$ cat src/rtl/prog_fetch_pkg.sv
// Shared definitions for the program-ROM fetch sequencer and the decoder.
// Latency: n/a (types, constants and a pure helper function).
// Backpressure: n/a.
package prog_fetch_pkg;

    typedef enum logic [2:0] {
        S_IDLE,
        S_LOAD,
        S_FETCH,
        S_CHK,
        S_FETCH2,
        S_CHK2,
        S_VALID
    } state_t;

    // LDS/STS and JMP/CALL carry a second 16-bit word (address or target).
    localparam logic [15:0] LDS_STS_MASK   = 16'hFC0F;
    localparam logic [15:0] LDS_STS_MATCH  = 16'h9000;
    localparam logic [15:0] JMP_CALL_MASK  = 16'hFE0C;
    localparam logic [15:0] JMP_CALL_MATCH = 16'h940C;

    localparam int unsigned DEF_RESET_PC = 0;

    function automatic logic is_two_word(input logic [15:0] w);
        return ((w & LDS_STS_MASK) == LDS_STS_MATCH) ||
               ((w & JMP_CALL_MASK) == JMP_CALL_MATCH);
    endfunction

endpackage

$ cat src/rtl/avr_two_word_detect.sv
// Flags 16-bit opcodes that are followed by a second instruction word.
// Latency: purely combinational.
// Backpressure: none.
// Ports: word (opcode in), is_two (high for LDS/STS/JMP/CALL).
module avr_two_word_detect
    import prog_fetch_pkg::*;
(
    input  logic [15:0] word,
    output logic        is_two
);

    assign is_two = is_two_word(word);

endmodule

$ cat src/rtl/prog_fetch_ctrl.sv
// Program-ROM sequencer: byte-wise image load, then word fetch to the decoder.
// Latency: 2 cycles FETCH->instr_valid for one-word opcodes, 4 for two-word.
// Backpressure: instr/instr2 held in S_VALID until instr_ack; halt overrides.
// Ports: clk/clr_n; start/halt control; load_* byte stream in, load_ready out;
//        rom_* ROM read/write port; instr*/pc/busy to the decoder.
module prog_fetch_ctrl
    import prog_fetch_pkg::*;
#(
    parameter int              PC_W     = 14,
    parameter int              ADDR_W   = 15,   // byte address, PC_W+1
    parameter logic [PC_W-1:0] RESET_PC = PC_W'(DEF_RESET_PC)
) (
    input  logic              clk,
    input  logic              clr_n,
    input  logic              start,
    input  logic              halt,
    input  logic              load_start,
    input  logic              load_valid,
    input  logic [7:0]        load_data,
    input  logic              load_done,
    output logic              load_ready,
    input  logic              instr_ack,
    input  logic              pc_load,
    input  logic [PC_W-1:0]   pc_load_val,
    input  logic [7:0]        rom_qa,
    input  logic [7:0]        rom_qb,
    output logic [ADDR_W-1:0] rom_addr_a,
    output logic [ADDR_W-1:0] rom_addr_b,
    output logic              rom_en_reg,
    output logic              rom_clr_reg_n,
    output logic              rom_we,
    output logic [ADDR_W-1:0] rom_write_addr,
    output logic [7:0]        rom_data,
    output logic [15:0]       instr,
    output logic [15:0]       instr2,
    output logic              instr_two,
    output logic              instr_valid,
    output logic [PC_W-1:0]   pc,
    output logic              busy
);

    state_t            state, state_nxt;
    logic [PC_W-1:0]   pc_nxt;
    logic [ADDR_W-1:0] wcnt, wcnt_nxt;
    logic [15:0]       instr_nxt, instr2_nxt;
    logic              instr_two_nxt;
    logic [15:0]       rom_word;
    logic              rom_two;

    // Port A reads the high byte, port B the low byte of the same word.
    assign rom_word = {rom_qa, rom_qb};

    avr_two_word_detect u_two_word_detect (
        .word   (rom_word),
        .is_two (rom_two)
    );

    always_ff @(posedge clk or negedge clr_n) begin
        if (!clr_n) begin
            state     <= S_IDLE;
            pc        <= RESET_PC;
            wcnt      <= '0;
            instr     <= '0;
            instr2    <= '0;
            instr_two <= 1'b0;
        end else begin
            state     <= state_nxt;
            pc        <= pc_nxt;
            wcnt      <= wcnt_nxt;
            instr     <= instr_nxt;
            instr2    <= instr2_nxt;
            instr_two <= instr_two_nxt;
        end
    end

    always_comb begin
        state_nxt     = state;
        pc_nxt        = pc;
        wcnt_nxt      = wcnt;
        instr_nxt     = instr;
        instr2_nxt    = instr2;
        instr_two_nxt = instr_two;

        // halt wins over everything outside a load, freezing pc and the
        // instruction registers where they are.
        if (halt && state != S_LOAD) begin
            state_nxt = S_IDLE;
        end else begin
            case (state)
                S_IDLE: begin
                    if (load_start) begin
                        state_nxt = S_LOAD;
                        wcnt_nxt  = '0;
                    end else if (start) begin
                        state_nxt = S_FETCH;
                        pc_nxt    = RESET_PC;
                    end
                end
                S_LOAD: begin
                    // The counter wraps naturally at the top of the byte space.
                    if (load_valid) wcnt_nxt = wcnt + ADDR_W'(1);
                    if (load_done)  state_nxt = S_IDLE;
                end
                S_FETCH:  state_nxt = S_CHK;
                S_CHK: begin
                    instr_nxt = rom_word;
                    pc_nxt    = pc + PC_W'(1);
                    if (rom_two) begin
                        state_nxt = S_FETCH2;
                    end else begin
                        instr2_nxt    = '0;
                        instr_two_nxt = 1'b0;
                        state_nxt     = S_VALID;
                    end
                end
                S_FETCH2: state_nxt = S_CHK2;
                S_CHK2: begin
                    instr2_nxt    = rom_word;
                    instr_two_nxt = 1'b1;
                    pc_nxt        = pc + PC_W'(1);
                    state_nxt     = S_VALID;
                end
                S_VALID: begin
                    if (instr_ack) begin
                        if (pc_load) pc_nxt = pc_load_val;
                        state_nxt = S_FETCH;
                    end
                end
                default: state_nxt = S_IDLE;
            endcase
        end
    end

    assign load_ready     = (state == S_LOAD);
    assign rom_we         = load_ready & load_valid;
    assign rom_write_addr = wcnt;
    assign rom_data       = load_data;

    assign rom_addr_a     = {pc, 1'b1};
    assign rom_addr_b     = {pc, 1'b0};
    assign rom_en_reg     = (state == S_FETCH) || (state == S_FETCH2);
    // Gated with clr_n so the ROM register clears the moment reset asserts.
    assign rom_clr_reg_n  = clr_n & ~((state == S_IDLE) || (state == S_LOAD));

    assign instr_valid    = (state == S_VALID);
    assign busy           = (state != S_IDLE);

endmodule

$ cat config.mk
export PLATFORM = sky130hd
export DESIGN_NAME = prog_fetch_ctrl
export DESIGN_NICKNAME = d
export VERILOG_FILES = /design/src/rtl/prog_fetch_pkg.sv /design/src/rtl/avr_two_word_detect.sv /design/src/rtl/prog_fetch_ctrl.sv
export SDC_FILE = /design/constraint.sdc
export NUM_CORES = 1
export LEC_CHECK = 0
export ABC_AREA = 0
export ABC_CLOCK_PERIOD_IN_PS = 2300
export CORE_MARGIN = 1.5
export CORE_UTILIZATION = 43
export DETAILED_ROUTE_END_ITERATION = 8
export PLACE_DENSITY = 0.81
export SYNTH_ARGS = -nofsm -noshare
export SYNTH_HDL_FRONTEND = slang
export SYNTH_SLANG_ARGS = --single-unit
$ cat constraint.sdc
create_clock -name clk -period 2.3 [get_ports clk]
set_clock_uncertainty 0.1 [all_clocks]
set_input_delay 0.575 -clock clk [delete_from_list [all_inputs] [get_ports clk]]
set_output_delay 0.575 -clock clk [all_outputs]
set_load 0.01 [all_outputs]
==> flow_summary.ini, run 1 <==
[clocking]
insertion_delay_ns = 0.34
post-cts-setup-buffers = 0
cts.sinks = 65
cts-root-buf = clkbuf_8
clk_pin_slew_ns = 0.08
h-tree-depth = 3
cts_made_buffers = 9
clockBufferDepth = 2
cts_tree = yes

[hold_path]
hold_class = input pin to async pin

[sta]
hold_viol = 0
hold_ws_ns = 0.3729
maxSlewViolCount = 0
tightest_slew_ns = 0.8254
rsz0062_at_grt = false
fin_crit_ns = 2.241
setup_viol = 0
fin_crit_sh = 0.9742
max_freq_mhz = 446.3
timing.final.ws_setup_ns = 0.05942
slew_headroom = 0.4497

[worst_setup_path]
criticalPathCategory = register to output pin
worstPathArrival_ns = 1.57
reg2reg_slack_ns = 0.23
startpoint_type = register
cp.required_ns = 1.62
crit_fanout = 14
cp-end-kind = output pin

[synthesis]
synthFlopType = dfrtp_1
syn_area_per_cell_sq_um = 10.24
synth-edff-count = 0
ys_types = 55
syn_inst = 346
synth_area_sq_um = 3543
synth_fp_nets = 395
yosysTopAreaCellShare = 0.4590
synth.largest_area_cell = dfrtp_1
synth_seq_cells = 65
ys_top_cells_by_area = dfrtp_1 (46%), buf_4 (8.5%), a22o_1 (6.2%)
synthArstFlopShare = 1.000
ys_seq_area_frac = 0.4590
yosysWarningCount = 0

[routing]
drc_errors = 0
vias = 3238
drtIter0Drc = 165
final_antenna_net_count = 0
drt-total-wl_mm = 9.876
vias_per_cell = 5.671
routedWlPerCell_um = 17.30
drt_pass1_iterations = 5

[grt]
antenna_found_initial = 0
grt_pass1_wl_mm = 16.11
track_usage = 0.2338
grt_overflow = 0
grt_pass1_vias = 3182
grt_max_degree = 66

[floorplanning]
initial_utilization = 0.4515
die_x_um = 93.78
io_pins = 153
dieHeight_um = 93.78
core_area_sq_um = 7848
fp-row-count = 32
dieArea_sq_um = 8794

[power_and_ir_drop]
swShare = 0.3274
pwr-share-comb = 0.439
internal_power_mw = 3.521
total_leakage_power_nw = 2.156
switchingPower_mw = 1.714
seqPwrFrac = 0.334
worst_ir_drop_vdd_uv = 602.1
p_clk_frac = 0.227
total_power_mw = 5.236
power.density_nw_per_um2 = 1024

[finish]
drive_above_1_share = 0.1514
layout_common_cells = clkdlybuf4s50_1 (127), dfrtp_1 (65), buf_4 (27)
fill_cells = 638
layout_commonest_cell = clkdlybuf4s50_1
final_nets = 513
antennaDiodeCount = 0
areaGrowthSynthToFinish_pct = 44.35
final_util = 0.6518

[placed_design]
gp_congestion = 0.9054
port_buffers = 134
hpwl_mm = 7.134
pre_cts_slack_ns = -0.2441

[run_status]
status = completed

[flow_run]
cap_violations = 0
cell usage after synthesis, types with 5 or more instances:
cell type / number
buf_2: 11
nand3_1: 14
and3_1: 5
a21oi_1: 11
dfrtp_1: 65
nor3_1: 6
buf_4: 40
nor2_1: 8
mux2_2: 16
o21ai_0: 16
o211ai_1: 12
a22o_1: 25
a32oi_1: 5
nand2_1: 23
inv_1: 11
cells by family after synthesis:
kind of cell	count (synthesis)	share of synthesized area
XOR/XNOR	1	0.002472
multiplexers	16	0.05085
AO/OA/AOI/OAI	99	0.2112
flip-flops	65	0.4590
other	2	0.002119
adder cells (fa/ha/maj)	2	0.007061
AND/OR/NAND/NOR	92	0.1444
buffers and inverters	69	0.1229
sequential cells by signal, indices dropped and copies added (netlist names):
register	count
rom_write_addr	15
pc	14
instr	16
instr_two	1
instr2	16
state	3
through the flow:
step	std cells	area [sq um]	setup TNS, ns
floorplan	346	3543	0
global placement	555	4872	-3.055
detailed placement	555	4872	-3.274
CTS	571	5117	0
global route	571	5115	0
finish	571	5115	0
metal layers:
layer | global-route usage | vias to the layer above | part of all wire
li1 | - | 1489 | -
met1 | 0.2964 | 1569 | 0.39
met2 | 0.3859 | 163 | 0.51
met3 | 0.05906 | 17 | 0.080
met4 | 0.08333 | 0 | 0.014
met5 | 0 | - | 0
critical path, cell delays in order (launching register included):
cell,delay (ns)
dfrtp_1,0.38
buf_4,0.18
or3_1,0.37
dlygate4sd2_1,0.30
power groups by stage:
stage	clock network (mW)	registers (mW)	logic [mW]
after CTS	1.20	1.75	2.32
after detailed placement	0	1.77	2.32
after global placement	0	1.74	2.27
after floorplan	0	1.90	0.949
final	1.19	1.75	2.30
after global routing	1.26	1.80	2.47
repair_timing:
action	CTS	global route
gates resized for setup	9	2
pin swaps	0	1
hold buffers	0	0
endpoints found under the setup margin	5	3
final cells by class:
| cell class | instances | area (sq um) | share of cell area |
|---|---|---|---|
| flip-flops and latches | 65 | 1627 | 0.3180 |
| repair buffers | 164 | 1583 | 0.3094 |
| multi-input cells | 212 | 1485 | 0.2904 |
| clock buffers | 10 | 127.6 | 0.02495 |
| well taps | 102 | 127.6 | 0.02495 |
| clock inverters | 6 | 115.1 | 0.02250 |
| inverters | 12 | 50.05 | 0.009785 |
worst paths after layout:
path	start	cells past startpoint	endpoint
min	clr_n	2	instr2[1]
max	state[1]	3	busy
max reg2reg	rom_write_addr[0]	5	rom_write_addr[14]
max in group asynchronous	clr_n	2	state[1]
min in group clk	instr_two	1	instr_two
min reg2reg	instr_two	1	instr_two
Power figures use the tool's default switching activity.
==> inputs of run 2 (changes only) <==
--- a/config.mk
+++ b/config.mk
@@ -7,10 +7,12 @@
 export LEC_CHECK = 0
 export ABC_AREA = 0
 export ABC_CLOCK_PERIOD_IN_PS = 2300
+export CELL_PAD_IN_SITES_DETAIL_PLACEMENT = 2
+export CELL_PAD_IN_SITES_GLOBAL_PLACEMENT = 2
 export CORE_MARGIN = 1.5
-export CORE_UTILIZATION = 43
+export CORE_UTILIZATION = 25
 export DETAILED_ROUTE_END_ITERATION = 8
-export PLACE_DENSITY = 0.81
+export PLACE_DENSITY_LB_ADDON = 0.1
 export SYNTH_ARGS = -nofsm -noshare
 export SYNTH_HDL_FRONTEND = slang
 export SYNTH_SLANG_ARGS = --single-unit
==> run 2 against run 1 <==
Against the previous run:
- via count rose by 1.6%
- die area increased by 69%
- combinational power grew 3%
- non-clock buffer count increased by 3
- power increased by 9.4%
- critical path depth unchanged
- clock-buffer cell count rose by 1
- maximum frequency is 0.90% higher
- critical path type unchanged
==> flow_summary.ini, run 2 (same netlist as run 1, synthesis figures left out) <==
[finish]
layoutNonFillerInstCount = 652
fill_cells = 1511
layout_common_cells = clkdlybuf4s50_1 (127), dfrtp_1 (65), buf_4 (29)
register_area_sq_um = 1627
layout_commonest_cell = clkdlybuf4s50_1
multi_input_area_sq_um = 1494
antennaDiodeCount = 0
drive_above_1_share = 0.1610
areaGrowthSynthToFinish_pct = 50.78
final_nets = 516
final_util = 0.3849

[routing]
wl_met3_um = 619
wl_met1_mm = 5.314
top_layer = met4
vias = 3290
final_antenna_net_count = 0
drc_errors = 0
vias_per_cell = 5.046
drtIter0Drc = 170
wl_met2_mm = 6.285
routedWlPerCell_um = 19.00
drt-total-wl_mm = 12.39
drt_pass1_iterations = 4

[floorplanning]
fp-row-count = 43
core_area_sq_um = 13880
io_pins = 153
initial_utilization = 0.2553
dieArea_sq_um = 14900
die_x_um = 122.1
dieHeight_um = 122.1

[sta]
max_freq_mhz = 450.3
setup_viol = 0
hold_ws_ns = 0.2036
maxSlewViolCount = 0
fin_crit_sh = 0.9655
tightest_slew_ns = 0.6200
slew_headroom = 0.5867
hold_viol = 0
fin_crit_ns = 2.221
rsz0062_at_grt = false

[clocking]
h-tree-depth = 3
cts_tree = yes
cts-root-buf = clkbuf_16
clockBufferDepth = 2
clk_pin_slew_ns = 0.06
cts_hold_buf = 0
cts_made_buffers = 9
insertion_delay_ns = 0.33
cts.sinks = 65

[grt]
grt_max_degree = 45
grt_overflow = 0
grt_pass1_vias = 3479
antenna_found_initial = 0
grt_pass1_wl_mm = 19.53
track_usage = 0.1727

[power_and_ir_drop]
p_clk_frac = 0.279
internal_power_mw = 3.914
switchingPower_mw = 1.816
pwr-share-comb = 0.412
worst_ir_drop_vdd_uv = 441.0
seqPwrFrac = 0.309
swShare = 0.3170
power.density_nw_per_um2 = 1073
total_leakage_power_nw = 2.207

[run_status]
status = completed

[placed_design]
dp_cells = 636
port_buffers = 134
hpwl_mm = 8.866
gp_congestion = 0.7646

[worst_setup_path]
crit_fanout = 14
criticalPathCategory = register to output pin
worstPathArrival_ns = 1.55
timing.rr.start = rom_write_addr[0]
cp.required_ns = 1.62
critPathLaunch = state[1]
startpoint_type = register
cp-end-kind = output pin

[flow_run]
cap_violations = 0

[hold_path]
hold_class = input pin to async pin
## run 2: changes by cell type in the layout (fill, tap and decap cells not counted), moves of 2 or more
cell | previous run | this run
o21ai_0 | 16 | 13
buf_4 | 27 | 29
clkbuf_16 | 0 | 9
o21ai_1 | 0 | 3
clkbuf_8 | 9 | 1
## run 2: layout make-up
class	instances	area share
Sequential cell	65	0.3044
Multi-Input combinational cell	212	0.2796
Clock inverter	5	0.01920
Clock buffer	11	0.04543
Inverter	12	0.009368
Timing Repair Buffer	167	0.2998
Tap cell	180	0.04215
## run 2: layer usage
layer | GRT usage | vias up
li1 | - | 1494
met1 | 0.2163 | 1691
met2 | 0.2911 | 95
met3 | 0.04120 | 10
met4 | 0.05887 | 0
met5 | 0 | -
## run 2: final timing paths
check                      slack [ns]            endpoint  cells after the start
setup / recovery                 0.08                busy                      3
hold / removal                   0.20               pc[2]                      2
min in group clk                 0.39           instr2[2]                      1
setup reg to reg                 0.22  rom_write_addr[12]                      5
max in group asynchronous        0.97            instr[4]                      3
hold reg to reg                  0.39           instr2[2]                      1
## run 2: worst max-delay path, stage by stage (launching register included)
cell and delay [ns]:
dfrtp_1 0.39, buf_6 0.16, or3_1 0.38, dlygate4sd2_1 0.29
## run 2: per-stage QoR
stage	TNS, ns	worst slack (ns)	area (sq um)	power (mW)
2_1_floorplan	0	0.3199	3543	2.846
3_3_place_gp	-7.480	-0.2568	4992	4.118
3_5_place_dp	-7.559	-0.2872	4992	4.178
4_1_cts	0	0.007838	5339	5.827
5_1_grt	0	0.002386	5343	6.062
6_report	0	0.07933	5343	5.730
## run 2: what timing repair did
| action | CTS | global route |
|---|---|---|
| buffers inserted | 0 | 0 |
| gates resized for setup | 10 | 8 |
| endpoints found under the setup margin | 6 | 8 |
| pin swaps | 0 | 0 |
## run 2: power by group through the flow
stage | Clock [mW] | Combinational (mW) | Sequential (mW)
final | 1.60 | 2.36 | 1.77
after global routing | 1.68 | 2.56 | 1.82
after CTS | 1.65 | 2.40 | 1.78
after detailed placement | 0 | 2.39 | 1.78
after global placement | 0 | 2.35 | 1.77
after floorplan | 0 | 0.949 | 1.90
